===== config.mk =====
export PLATFORM = sky130hd
export DESIGN_NAME = mem_stage_hs
export DESIGN_NICKNAME = d
export VERILOG_FILES = /design/src/rtl/mem_stage_hs.sv
export SDC_FILE = /design/constraint.sdc
export NUM_CORES = 1
export LEC_CHECK = 0
export ABC_AREA = 1
export ABC_CLOCK_PERIOD_IN_PS = 3800
export CORE_AREA = 2 2 165 127
export DETAILED_ROUTE_END_ITERATION = 7
export DIE_AREA = 0 0 167 129
export GPL_TIMING_DRIVEN = 0
export PLACE_DENSITY = 0.81
export SLEW_MARGIN = 20
export SYNTH_ARGS = -nofsm -noshare
export SYNTH_HDL_FRONTEND = slang
export SYNTH_SLANG_ARGS = --single-unit

===== constraint.sdc =====
create_clock -name clk -period 3.8 [get_ports clk]
set_clock_uncertainty 0.1 [all_clocks]
set_input_delay 0.76 -clock clk [delete_from_list [all_inputs] [get_ports clk]]
set_output_delay 0.76 -clock clk [all_outputs]
set_load 0.03 [all_outputs]

===== src/rtl/mem_stage_hs.sv =====
// mem_stage_hs: MEM pipeline stage with a variable-latency load handshake.
// Latches the EX result, waits for mem_rvalid on loads, aligns and extends the
// returned word, and selects the write-back value. A load that is flushed while
// waiting drains the late response. A load with no response recovers through a
// timeout that raises a one-cycle bus_err.
// Optional feature macro: MEM_ALIGN_EXC_EN. When defined, misaligned lh/lhu/lw
// raise a one-cycle adel pulse instead of waiting for memory.
module mem_stage_hs #(
    parameter int TIMEOUT_CYC = 255,
    parameter int PC_W        = 32
) (
    input  logic            clk,
    input  logic            rst,
    input  logic            flush,
    input  logic            stall,
    input  logic [2:0]      mem_ctrl,
    input  logic [2:0]      wb_src,
    input  logic [4:0]      wb_reg_in,
    input  logic [31:0]     alu_out,
    input  logic [31:0]     rt_fwd,
    input  logic [31:0]     reg_hi,
    input  logic [31:0]     reg_lo,
    input  logic [31:0]     cp0_out,
    input  logic            mem_rvalid,
    input  logic [31:0]     mem_rdata,
    input  logic [PC_W-1:0] pc_in,
    input  logic            bd_in,
    output logic            stall_out,
    output logic [4:0]      wb_reg_out,
    output logic [31:0]     wb_data,
    output logic [PC_W-1:0] pc_out,
    output logic            bd_out,
    output logic            bus_err
`ifdef MEM_ALIGN_EXC_EN
    ,
    output logic            adel
`endif
);

    localparam logic [1:0]  S_IDLE  = 2'd0;
    localparam logic [1:0]  S_WAIT  = 2'd1;
    localparam logic [1:0]  S_DONE  = 2'd2;
    localparam logic [1:0]  S_DRAIN = 2'd3;

    localparam logic [2:0]  CTRL_NONE = 3'b111;
    localparam logic [15:0] TMAX      = 16'(TIMEOUT_CYC - 1);

    logic [1:0]      state_q, state_d;
    logic [2:0]      ctrl_q, ctrl_d;
    logic [2:0]      src_q, src_d;
    logic [4:0]      reg_q, reg_d;
    logic [31:0]     alu_q, alu_d;
    logic [31:0]     rt_q, rt_d;
    logic [31:0]     rdata_q, rdata_d;
    logic [PC_W-1:0] pc_q, pc_d;
    logic            bd_q, bd_d;
    logic [15:0]     timer_q, timer_d;

    logic            busy;
    logic            can_latch;
    logic            expire;
    logic            misalign;
    logic [31:0]     load_val;

    assign busy      = (state_q == S_WAIT) || (state_q == S_DRAIN);
    assign can_latch = ((state_q == S_IDLE) || (state_q == S_DONE)) && !stall;
    assign expire    = busy && (timer_q == TMAX);

`ifdef MEM_ALIGN_EXC_EN
    logic adel_q, adel_d;

    // Misaligned halfword/word loads are rejected at latch time.
    assign misalign = (((mem_ctrl == 3'b001) || (mem_ctrl == 3'b101)) && alu_out[0]) ||
                      ((mem_ctrl == 3'b011) && (alu_out[1:0] != 2'b00));
    assign adel_d   = can_latch && !flush && (mem_ctrl != CTRL_NONE) && misalign;
    assign adel     = adel_q;

    // Address-error pulse appears the cycle after the rejected latch.
    always_ff @(posedge clk) begin
        if (rst) adel_q <= 1'b0;
        else     adel_q <= adel_d;
    end
`else
    assign misalign = 1'b0;
`endif

    // Next-state: latch from upstream, wait/drain the memory response, timeout.
    always_comb begin
        state_d = state_q;
        ctrl_d  = ctrl_q;
        src_d   = src_q;
        reg_d   = reg_q;
        alu_d   = alu_q;
        rt_d    = rt_q;
        rdata_d = rdata_q;
        pc_d    = pc_q;
        bd_d    = bd_q;
        case (state_q)
            S_IDLE, S_DONE: begin
                if (!stall) begin
                    ctrl_d  = mem_ctrl;
                    src_d   = wb_src;
                    reg_d   = wb_reg_in;
                    alu_d   = alu_out;
                    rt_d    = rt_fwd;
                    pc_d    = pc_in;
                    bd_d    = bd_in;
                    state_d = S_IDLE;
                    if (flush) begin
                        ctrl_d = CTRL_NONE;
                        reg_d  = '0;
                        src_d  = '0;
                    end else if (mem_ctrl != CTRL_NONE) begin
                        if (misalign) reg_d = '0;
                        else          state_d = S_WAIT;
                    end
                end
            end
            S_WAIT: begin
                // A response always wins over timeout and flush so it is never lost.
                if (mem_rvalid) begin
                    rdata_d = mem_rdata;
                    if (flush) begin
                        reg_d   = '0;
                        state_d = S_IDLE;
                    end else begin
                        state_d = S_DONE;
                    end
                end else if (expire) begin
                    reg_d   = '0;
                    state_d = S_IDLE;
                end else if (flush) begin
                    reg_d   = '0;
                    state_d = S_DRAIN;
                end
            end
            default: begin
                // DRAIN: swallow the late response of a killed load.
                if (mem_rvalid || expire) state_d = S_IDLE;
            end
        endcase
        // Timer runs only while staying in WAIT or DRAIN; any entry restarts it.
        timer_d = (busy && (state_d == state_q)) ? timer_q + 16'd1 : 16'd0;
    end

    // Stage registers.
    always_ff @(posedge clk) begin
        if (rst) begin
            state_q <= S_IDLE;
            ctrl_q  <= CTRL_NONE;
            src_q   <= '0;
            reg_q   <= '0;
            alu_q   <= '0;
            rt_q    <= '0;
            rdata_q <= '0;
            pc_q    <= '0;
            bd_q    <= 1'b0;
            timer_q <= '0;
        end else begin
            state_q <= state_d;
            ctrl_q  <= ctrl_d;
            src_q   <= src_d;
            reg_q   <= reg_d;
            alu_q   <= alu_d;
            rt_q    <= rt_d;
            rdata_q <= rdata_d;
            pc_q    <= pc_d;
            bd_q    <= bd_d;
            timer_q <= timer_d;
        end
    end

    // Load alignment: byte/half select with extension, lwl/lwr merge with rt.
    always_comb begin
        logic [7:0]  b;
        logic [15:0] h;
        case (alu_q[1:0])
            2'd0:    b = rdata_q[7:0];
            2'd1:    b = rdata_q[15:8];
            2'd2:    b = rdata_q[23:16];
            default: b = rdata_q[31:24];
        endcase
        h = alu_q[1] ? rdata_q[31:16] : rdata_q[15:0];
        load_val = '0;
        case (ctrl_q)
            3'b000: load_val = {{24{b[7]}}, b};
            3'b001: load_val = {{16{h[15]}}, h};
            3'b100: load_val = {24'd0, b};
            3'b101: load_val = {16'd0, h};
            3'b011: load_val = rdata_q;
            3'b010: begin
                case (alu_q[1:0])
                    2'd0:    load_val = {rdata_q[7:0],  rt_q[23:0]};
                    2'd1:    load_val = {rdata_q[15:0], rt_q[15:0]};
                    2'd2:    load_val = {rdata_q[23:0], rt_q[7:0]};
                    default: load_val = rdata_q;
                endcase
            end
            3'b110: begin
                case (alu_q[1:0])
                    2'd0:    load_val = rdata_q;
                    2'd1:    load_val = {rt_q[31:24], rdata_q[31:8]};
                    2'd2:    load_val = {rt_q[31:16], rdata_q[31:16]};
                    default: load_val = {rt_q[31:8],  rdata_q[31:24]};
                endcase
            end
            default: load_val = '0;
        endcase
    end

    // Write-back source select.
    always_comb begin
        case (src_q)
            3'b000:  wb_data = alu_q;
            3'b001:  wb_data = load_val;
            3'b010:  wb_data = reg_hi;
            3'b011:  wb_data = reg_lo;
            3'b100:  wb_data = cp0_out;
            default: wb_data = '0;
        endcase
    end

    assign stall_out  = busy;
    assign wb_reg_out = busy ? 5'd0 : reg_q;
    assign pc_out     = pc_q;
    assign bd_out     = bd_q;
    assign bus_err    = expire && !mem_rvalid;

endmodule

; ---- Word level (Yosys, flattened, before mapping)
; Cells that the tools add are included.
[word_totals]
regBits = 158
out_inout_bits = 72
elab_cells = 72
ram_bits = 0
latch_bits = 0
mem_count = 0
romBits = 0
in_bits = 241
[classes]
n_div = 0
muxes = 24
eq_ne = 19
multipliers = 0
bitwise = 2
n_reduce_logical = 16
n_addsub = 1
shift = 0
n_lt_le_gt_ge = 0
[op_table]
columns = op, count
row1 = 32-bit case mux with 7 select lines, 1
row2 = 32-bit case mux with 3 select lines, 2
row3 = 32-bit case mux with 5 select lines, 1
row4 = 5-bit two-way mux, 6
row5 = 8-bit case mux with 3 select lines, 1
row6 = "16-bit by 1-bit adder with 16-bit output, second input constant", 1
row7 = "16-bit by 8-bit equality test with 1-bit output, second input constant", 1
row8 = 16-bit two-way mux, 1
row9 = "3-bit by 2-bit equality test with 1-bit output, second input constant", 4
row10 = "3-bit equality test, second input constant", 4
row11 = 2-bit two-way mux, 6
row12 = 5-bit case mux with 2 select lines, 1
row13 = "2-bit equality test, second input constant", 3
row14 = "3-bit by 1-bit equality test with 1-bit output, second input constant", 2
row15 = 3-bit logical NOT, 2
row16 = 3-bit two-way mux, 2
row17 = 2-bit AND reduction, 3
row18 = "2-bit by 1-bit equality test with 1-bit output, second input constant", 2
row19 = 2-bit logical NOT, 2
row20 = 2-bit case mux with 2 select lines, 1
row21 = 2-bit OR reduction, 2
row22 = 1-bit logical AND, 3
row23 = "3-bit inequality test, second input constant", 1
row24 = 2-bit equality test, 1
row25 = other kinds (6), 9

; ---- Longest topological paths before layout
; Gate-level depths: netlist (run 1).
[logic_depth]
ltp_word = 10
mapped_depth = 13
ltp_nobuf = 12

; ---- Least setup slack after synthesis (run 1)
; Ideal clock, no wire load.
[synth_timing]
path_type = register to output
from = register alu_q[1]
to = output wb_data[28]
path_slack_ns = 1.434
t_arrival_ns = 1.506
t_required_ns = 2.940
stages_incl_launch_ff = 12
path_buffers = 2
path_cell_list = dfxtp_1 -> clkbuf_2 -> inv_2 -> nand2_1 -> nand3_1 -> nand3_4 -> o21ai_2 -> inv_2 -> buf_6 -> nand3_1 -> nand2_1 -> nand2_1
[synth_between]
elab_chain_len = 4
word_cells_on_any_way = 9
cone_classes = 2 x eq/ne / 6 x mux / 1 x reduce/logical
[synth_lines]
columns = item, line_no
row1 = from (decl), 52  ; logic [31:0] alu_q, alu_d;
row2 = from (signal assigned), 164  ; alu_q <= alu_d;
row3 = "2-bit equality test, or another cell as far along", "177, 192, 200"
row4 = "32-bit case mux with 3 select lines, or another cell as far along", 200  ; case (alu_q[1:0])
row5 = 32-bit case mux with 7 select lines (*), 185  ; case (ctrl_q)
row6 = 32-bit case mux with 5 select lines (*), 213  ; case (src_q)
row7 = to (decl), 30  ; output logic [31:0] wb_data,
; Every way passes the cells marked *; elsewhere a longest branch is shown, timed or not.

; ---- Final worst setup path (run 1)
[layout_timing]
from = register alu_q[1]
to = output wb_data[23]
; The elaborated chain is that of the path after synthesis.

==> results of run 1 <==
==> through the flow <==
stage / utilization (%) / hold slack (ps)
floorplan: - / 330
global placement: 61.8 / 342
detailed placement: 61.8 / 348
CTS: 64.9 / 361
global route: 65.3 / 379
finish: 65.3 / 358
==> registers in the layout (all words and copies together) (netlist names) <==
name,flops
rdata_q,32
bd_out,1
pc_out,32
rt_q,32
alu_q,32
reg_q,5
ctrl_q,3
state_q,2
timer_q,16
src_q,3
==> layer usage <==
metal	track usage (%)	vias up	wire length [µm]
li1	-	5343	-
met1	49.0	5318	17000
met2	59.1	741	18100
met3	11.2	85	5230
met4	12.1	4	1220
met5	0	-	32
==> final timing paths <==
path / start / endpoint / slack, ps
max reg2reg: state_q[1] / rdata_q[28] / 1520
max: alu_q[1] / wb_data[23] / 110
min: rt_q[25] / rt_q[25] / 360
min reg2reg: rt_q[25] / rt_q[25] / 360
==> cell type report <==
class                      count  share of cell area [%]
clock inverter                15                    1.44
timing repair buffer         312                    24.2
clock buffer                  17                    3.28
multi-input combinational   1042                    37.5
tap                          258                    2.49
sequential                   158                    24.4
inverter                     114                    3.32
buffer                        97                    3.37
==> critical path, delay by kind of cell, from the launching register on <==
kind	cells	cell delay, ps
buffers and inverters	4	1150
AND/OR/NAND/NOR	4	610
AO/OA/AOI/OAI	2	330
flip-flops	1	300
==> cell families after synthesis <==
kind of cell             after synthesis
XOR/XNOR                              14
adder cells (fa/ha/maj)                2
AND/OR/NAND/NOR                      672
flip-flops                           158
buffers and inverters                211
AO/OA/AOI/OAI                        354
==> timing repair <==
action | CTS | global route
endpoints found under the hold margin | 0 | 0
cloned | 0 | 0
endpoints found under the setup margin | 31 | 28
gates resized for setup | 21 | 42
==> layout by cell type (no fill, tap or decap), types with 3 or more instances in the layout <==
| master | instances |
|---|---|
| clkinv_8 | 5 |
| o211ai_1 | 34 |
| a31oi_1 | 29 |
| nor2_4 | 3 |
| xnor2_1 | 3 |
| clkbuf_16 | 17 |
| nand3_1 | 133 |
| clkbuf_2 | 12 |
| xor2_1 | 11 |
| dlygate4sd2_1 | 6 |
| nand2_2 | 7 |
| dfxtp_1 | 157 |
| clkbuf_4 | 3 |
| nor2_2 | 3 |
| o21ai_0 | 188 |
| nor2_1 | 270 |
| inv_8 | 4 |
| inv_1 | 109 |
| buf_1 | 4 |
| o22ai_1 | 21 |
| nand2_1 | 243 |
| inv_2 | 3 |
| dlymetal6s2s_1 | 16 |
| clkbuf_1 | 50 |
| inv_6 | 3 |
| a21oi_1 | 73 |
| clkdlybuf4s50_1 | 286 |
| buf_2 | 27 |
| nor3_1 | 7 |
| nand4_1 | 5 |
==> power groups by stage <==
stage	combinational, mW	sequential, mW	clock (mW)
2_1_floorplan	0.502	1.90	0
3_3_place_gp	1.13	1.88	0
3_5_place_dp	1.14	1.88	0
4_1_cts	1.14	1.84	1.79
5_1_grt	1.23	1.86	1.86
6_report	1.16	1.85	1.79
==> out/qor.csv, run 1 <==
stage,metric,value,unit
final_layout,n_antenna_cell,0,
critical_path,worstPathRequired,2940,ps
cts,htreeDepth,4,
run_status,outcome,finished clean,
critical_path,crit_type,register to output port,
critical_path,cp_cell_sequence,clkbuf_2 -> inv_2 -> nand2_2 -> o21ai_1 -> buf_2 -> nand2_1 -> nand3_1 -> o21ai_1 -> nand2_1 -> dlygate4sd2_1,
power_and_ir_drop,p_total,4.80,mW
yosys,synthTopCellsByArea,"dfxtp_1 (36%), nor2_1 (12%), o21ai_0 (11%)",
critical_path,reg2reg_depth,7,
final_layout,stdcell_count,2013,
yosys,yosys.area_share.simple,30.9,%
cts,cts_setup_buffers,0,
cts,clockRootBuffer,clkbuf_16,
critical_path,startpoint_type,register,
placed_design,io_buffers,312,
power_and_ir_drop,combPwrFrac,24.1,%
yosys,yosysTopAreaCell,dfxtp_1,
power_and_ir_drop,internal_power,3.15,mW
global_routing,grt_pass1_vias,10644,
yosys,syn_nets,1654,
yosys,yosysSeqAreaShare,35.8,%
placed_design,place_ws,203,ps
detailed_routing,post_drt_wl_per_cell,20.6,µm
placed_design,placed_cell_area,0.0123,mm²
power_and_ir_drop,clkPwrFrac,37.3,%
hold_path,whs_path_depth,2,
global_routing,antenna_found_initial,2,
global_routing,grt_pass1_wl,61300,µm
sta,period_needed,3690,ps
detailed_routing,wirelength,41500,µm
power_and_ir_drop,peakVddDrop,298,µV
run,maxCapViolCount,0,
detailed_routing,ant_nets,0,
yosys,async_reset_ff_share,0,%
cts,cts_tree,yes,
power_and_ir_drop,cellPowerDensity,370,mW/mm²
critical_path,cpPeakStageDelay,430,ps
sta,slew_headroom,52.5,%
yosys,synth_top_family_by_area,simple AND/OR/NAND/NOR gates,
detailed_routing,via_per_inst,5.71,
yosys,synth.most_common_cell,nor2_1,
hold_path,min_path_type,register to register,
floorplan,rows,45,
power_and_ir_drop,switching_share,34.3,%
final_layout,drive_gt1_share,5.53,%
cts,clock_sinks,158,
floorplan,die_x,167,µm
cts,hold_buffers,0,
placed_design,hpwlAfterDp,32700,µm
global_routing,grt_max_degree,20,
sta,setup_ws,110,ps
sta,finalSetupTns,0,ps
yosys,syn_area,0.00883,mm²
yosys,syn_area_per_cell,6.26,µm²
sta,maxSlewViolCount,0,
detailed_routing,first_pass_iters,6,
yosys,synth_mux_area_share,0,%
power_and_ir_drop,power_leakage,5.46,nW
global_routing,overflow,0,
sta,rsz0062_at_grt,false,
yosys,synth-adder-area-share,0.283,%
yosys,synth-main-ff-cell,dfxtp_1,
final_layout,final_nets,1985,
final_layout,final_area,0.0130,mm²
sta,fin_crit_sh,97.1,%
floorplan,fp.dieArea,0.0215,mm²
critical_path,worst_ep_arrival_time,2830,ps
placed_design,placed_cells,1981,
sta,hold_viol,0,
yosys,synth_compound_area_share,22.0,%
sta,fmax,0.271,GHz
floorplan,core-area,0.0199,mm²
yosys,synth.distinct_cells,33,
yosys,yosys-top-cells-count,"nor2_1 (273), nand2_1 (249), o21ai_0 (188)",
cts,numCtsBuffers,17,
yosys,yosysWarnings,0,
sta,worst_pin_slew,713,ps
yosys,synth_edf_count,0,
detailed_routing,drtIter0Drc,1182,
critical_path,end_kind,output port,
critical_path,crit_path_top_delay_cell,dlygate4sd2_1,
placed_design,gp_congestion,1.03,
final_layout,seq_area,0.00316,mm²
floorplan,die_h,129,µm
cts,clock_path_buffers,2,
cts,path_clk_slew,80,ps
final_layout,fillers,1805,
final_layout,multiInputGateArea,0.00486,mm²
yosys,synthXorXnorAreaFrac,1.39,%
yosys,synthCells,1411,
global_routing,grtUsageTotal,37.3,%
final_layout,area_growth,46.9,%
power_and_ir_drop,p_sw,1.64,mW
detailed_routing,drc,0,
cts,clk_latency,430,ps
floorplan,io_pins,313,
yosys,ys_seq_elements,158,
detailed_routing,vias,11491,
power_and_ir_drop,pwr-share-seq,38.6,%
floorplan,initial_core_util,44.4,%
critical_path,crit_path_max_fanout,10,
sta,finalSetupViolCount,0,
yosys,netlist.area_leader.share,35.8,%
Power figures use the tool's default switching activity.
==> run 2, diff against run 1 <==
--- a/config.mk
+++ b/config.mk
@@ -11,7 +11,7 @@
 export DETAILED_ROUTE_END_ITERATION = 7
 export DIE_AREA = 0 0 167 129
 export GPL_TIMING_DRIVEN = 0
-export PLACE_DENSITY = 0.81
+export PLACE_DENSITY = 0.9
 export SLEW_MARGIN = 20
 export SYNTH_ARGS = -nofsm -noshare
 export SYNTH_HDL_FRONTEND = slang
==> run 2 against run 1 <==
Combinational power hardly changed. Register-to-register slack worse by 100 ps. Maximum frequency is 0.50% higher. Critical endpoint is now wb_data[10]. Largest cell class unchanged. Largest power group unchanged. Highest routed layer unchanged.
==> out/qor.csv, run 2 (synthesized netlist as in run 1, its figures left out) <==
stage,metric,value,unit
final_layout,final_common_cell,clkdlybuf4s50_1,
critical_path,critPathBufInv,4,
sta,maxSlewViolCount,0,
cts,hold_buffers,0,
critical_path,end_kind,output port,
detailed_routing,drc,0,
cts,cts_tree,yes,
global_routing,grtUsageMet1,50.4,%
floorplan,initial_core_util,44.4,%
detailed_routing,ant_nets,0,
final_layout,final_cell_mix,"clkdlybuf4s50_1 (286), nor2_1 (270), nand2_1 (244)",
global_routing,grtUsageTotal,38.3,%
critical_path,cp_cell_sequence,clkbuf_2 -> buf_2 -> buf_2 -> nand2_1 -> o21ai_0 -> nor2_1 -> o21ai_0 -> nand3_1 -> nand2_1 -> nand2_1 -> clkdlybuf4s50_1,
global_routing,grtUsageMet3,10.9,%
cts,clock_sinks,158,
run,maxCapViolCount,0,
placed_design,io_buffers,312,
placed_design,placed_cells,1981,
hold_path,whs_endpoint,rt_q[27],
sta,rsz0062_at_grt,true,
cts,htreeDepth,4,
sta,fin_crit_sh,96.6,%
cts,cts_resized,17,
critical_path,startpoint_type,register,
detailed_routing,via_per_inst,5.72,
cts,numCtsBuffers,17,
final_layout,multiInputGateArea,0.00487,mm²
floorplan,fp.dieArea,0.0215,mm²
hold_path,min_path_type,register to register,
final_layout,fillers,1878,
detailed_routing,post_drt_wl_per_cell,21.0,µm
sta,fmax,0.272,GHz
critical_path,cp_top_family,buffers and inverters,
power_and_ir_drop,p_sw,1.61,mW
placed_design,hpwlAfterDp,33300,µm
sta,setup_ws,129,ps
critical_path,r2r-start,state_q[1],
final_layout,n_antenna_cell,0,
placed_design,place_ws,99.1,ps
final_layout,final_util,65.4,%
sta,worst_pin_slew,718,ps
power_and_ir_drop,switching_share,33.9,%
global_routing,top_usage_layer,met2,
global_routing,grt_max_degree,19,
critical_path,worst_ep_arrival_time,2810,ps
cts,clockRootBuffer,clkbuf_16,
power_and_ir_drop,peakVddDrop,262,µV
placed_design,gp_congestion,0.999,
power_and_ir_drop,power_leakage,5.53,nW
power_and_ir_drop,pwr-share-seq,38.9,%
cts,cts_setup_buffers,0,
sta,finalSetupViolCount,0,
detailed_routing,wirelength,42300,µm
global_routing,grt_pass1_vias,10784,
floorplan,core-area,0.0199,mm²
power_and_ir_drop,cellPowerDensity,366,mW/mm²
power_and_ir_drop,combPwrFrac,24.5,%
floorplan,die_x,167,µm
critical_path,crit_path_top_delay_cell,clkdlybuf4s50_1,
global_routing,antenna_found_initial,2,
floorplan,rows,45,
critical_path,reg2reg_depth,7,
global_routing,overflow,0,
critical_path,reg2reg_slack,1420,ps
global_routing,grt_pass1_wl,63000,µm
global_routing,gr-usage-met2,60.5,%
sta,slew_headroom,52.1,%
detailed_routing,vias,11519,
floorplan,io_pins,313,
critical_path,cpPeakStageDelay,610,ps
sta,period_needed,3670,ps
cts,path_clk_slew,70,ps
critical_path,worstPathRequired,2940,ps
cts,clock_path_buffers,2,
critical_path,crit_type,register to output port,
detailed_routing,first_pass_iters,6,
detailed_routing,drtIter0Drc,1275,
final_layout,drive_gt1_share,5.36,%
power_and_ir_drop,internal_power,3.14,mW
floorplan,die_h,129,µm
power_and_ir_drop,clkPwrFrac,36.7,%
final_layout,seq_area,0.00316,mm²
cts,clk_latency,440,ps
critical_path,path_common_cell,nand2_1,
hold_path,worstHoldStart,rt_q[27],
sta,hold_viol,0,
critical_path,crit_path_max_fanout,10,
run_status,outcome,finished clean,
critical_path,r2r-end,rdata_q[28],
final_layout,area_growth,47.0,%
final_layout,final_nets,1985,
final_layout,stdcell_count,2013,
hold_path,whs_path_depth,2,
run 2: cell types whose count changed in the layout (fill, tap and decap cells not counted), sizes merged:
cell | previous run | this run
inv | 121 | 119
dlygate4sd2 | 6 | 4
clkbuf | 82 | 80
clkinv | 8 | 9
clkdlybuf4s15 | 2 | 0
dlymetal6s2s | 16 | 22
clkinvlp | 0 | 1
run 2: through the flow:
step           hold WS (ps)  TNS, ps  power [mW]  cell area (µm²)
6_report                364        0        4.75            13000
3_3_place_gp            342        0        3.00            12300
5_1_grt                 387    -3.50        4.92            13000
2_1_floorplan           330        0        2.40             8830
3_5_place_dp            352        0        3.02            12300
4_1_cts                 364    -25.8        4.74            12900
run 2: routing by layer:
layer	share of wire [%]	wire length [µm]
met4	3.4	1450
met1	41	17200
met3	12	5240
met2	43	18400
met5	0.064	27
run 2: layout make-up:
type	instances	share of cell area (%)
inverter	114	3.29
buffer	97	3.37
clock inverter	15	1.32
multi-input combinational	1042	37.5
timing repair buffer	312	24.4
sequential	158	24.4
tap	258	2.49
clock buffer	17	3.28
run 2: tightest hold or removal path: stages, from the launching register on:
cell and delay (ps):
dfxtp_1 300, inv_1 60, a21oi_1 60
run 2: worst max-delay path by stage:
stage / depth (start not counted) / from / to / slack, ps
after floorplan: 11 / alu_q[1] / wb_data[28] / 1430
after global placement: 11 / ctrl_q[0] / wb_data[2] / 60
after detailed placement: 11 / ctrl_q[0] / wb_data[2] / 100
after CTS: 10 / ctrl_q[2] / wb_data[0] / -30
after global routing: 11 / alu_q[1] / wb_data[14] / -3
final: 11 / alu_q[1] / wb_data[10] / 130
run 2: power by group through the flow:
stage,registers [mW],logic (mW),clock network (mW)
global route,1.86,1.24,1.82
detailed placement,1.88,1.14,0
finish,1.85,1.16,1.74
floorplan,1.90,0.502,0
CTS,1.84,1.15,1.75
global placement,1.88,1.13,0
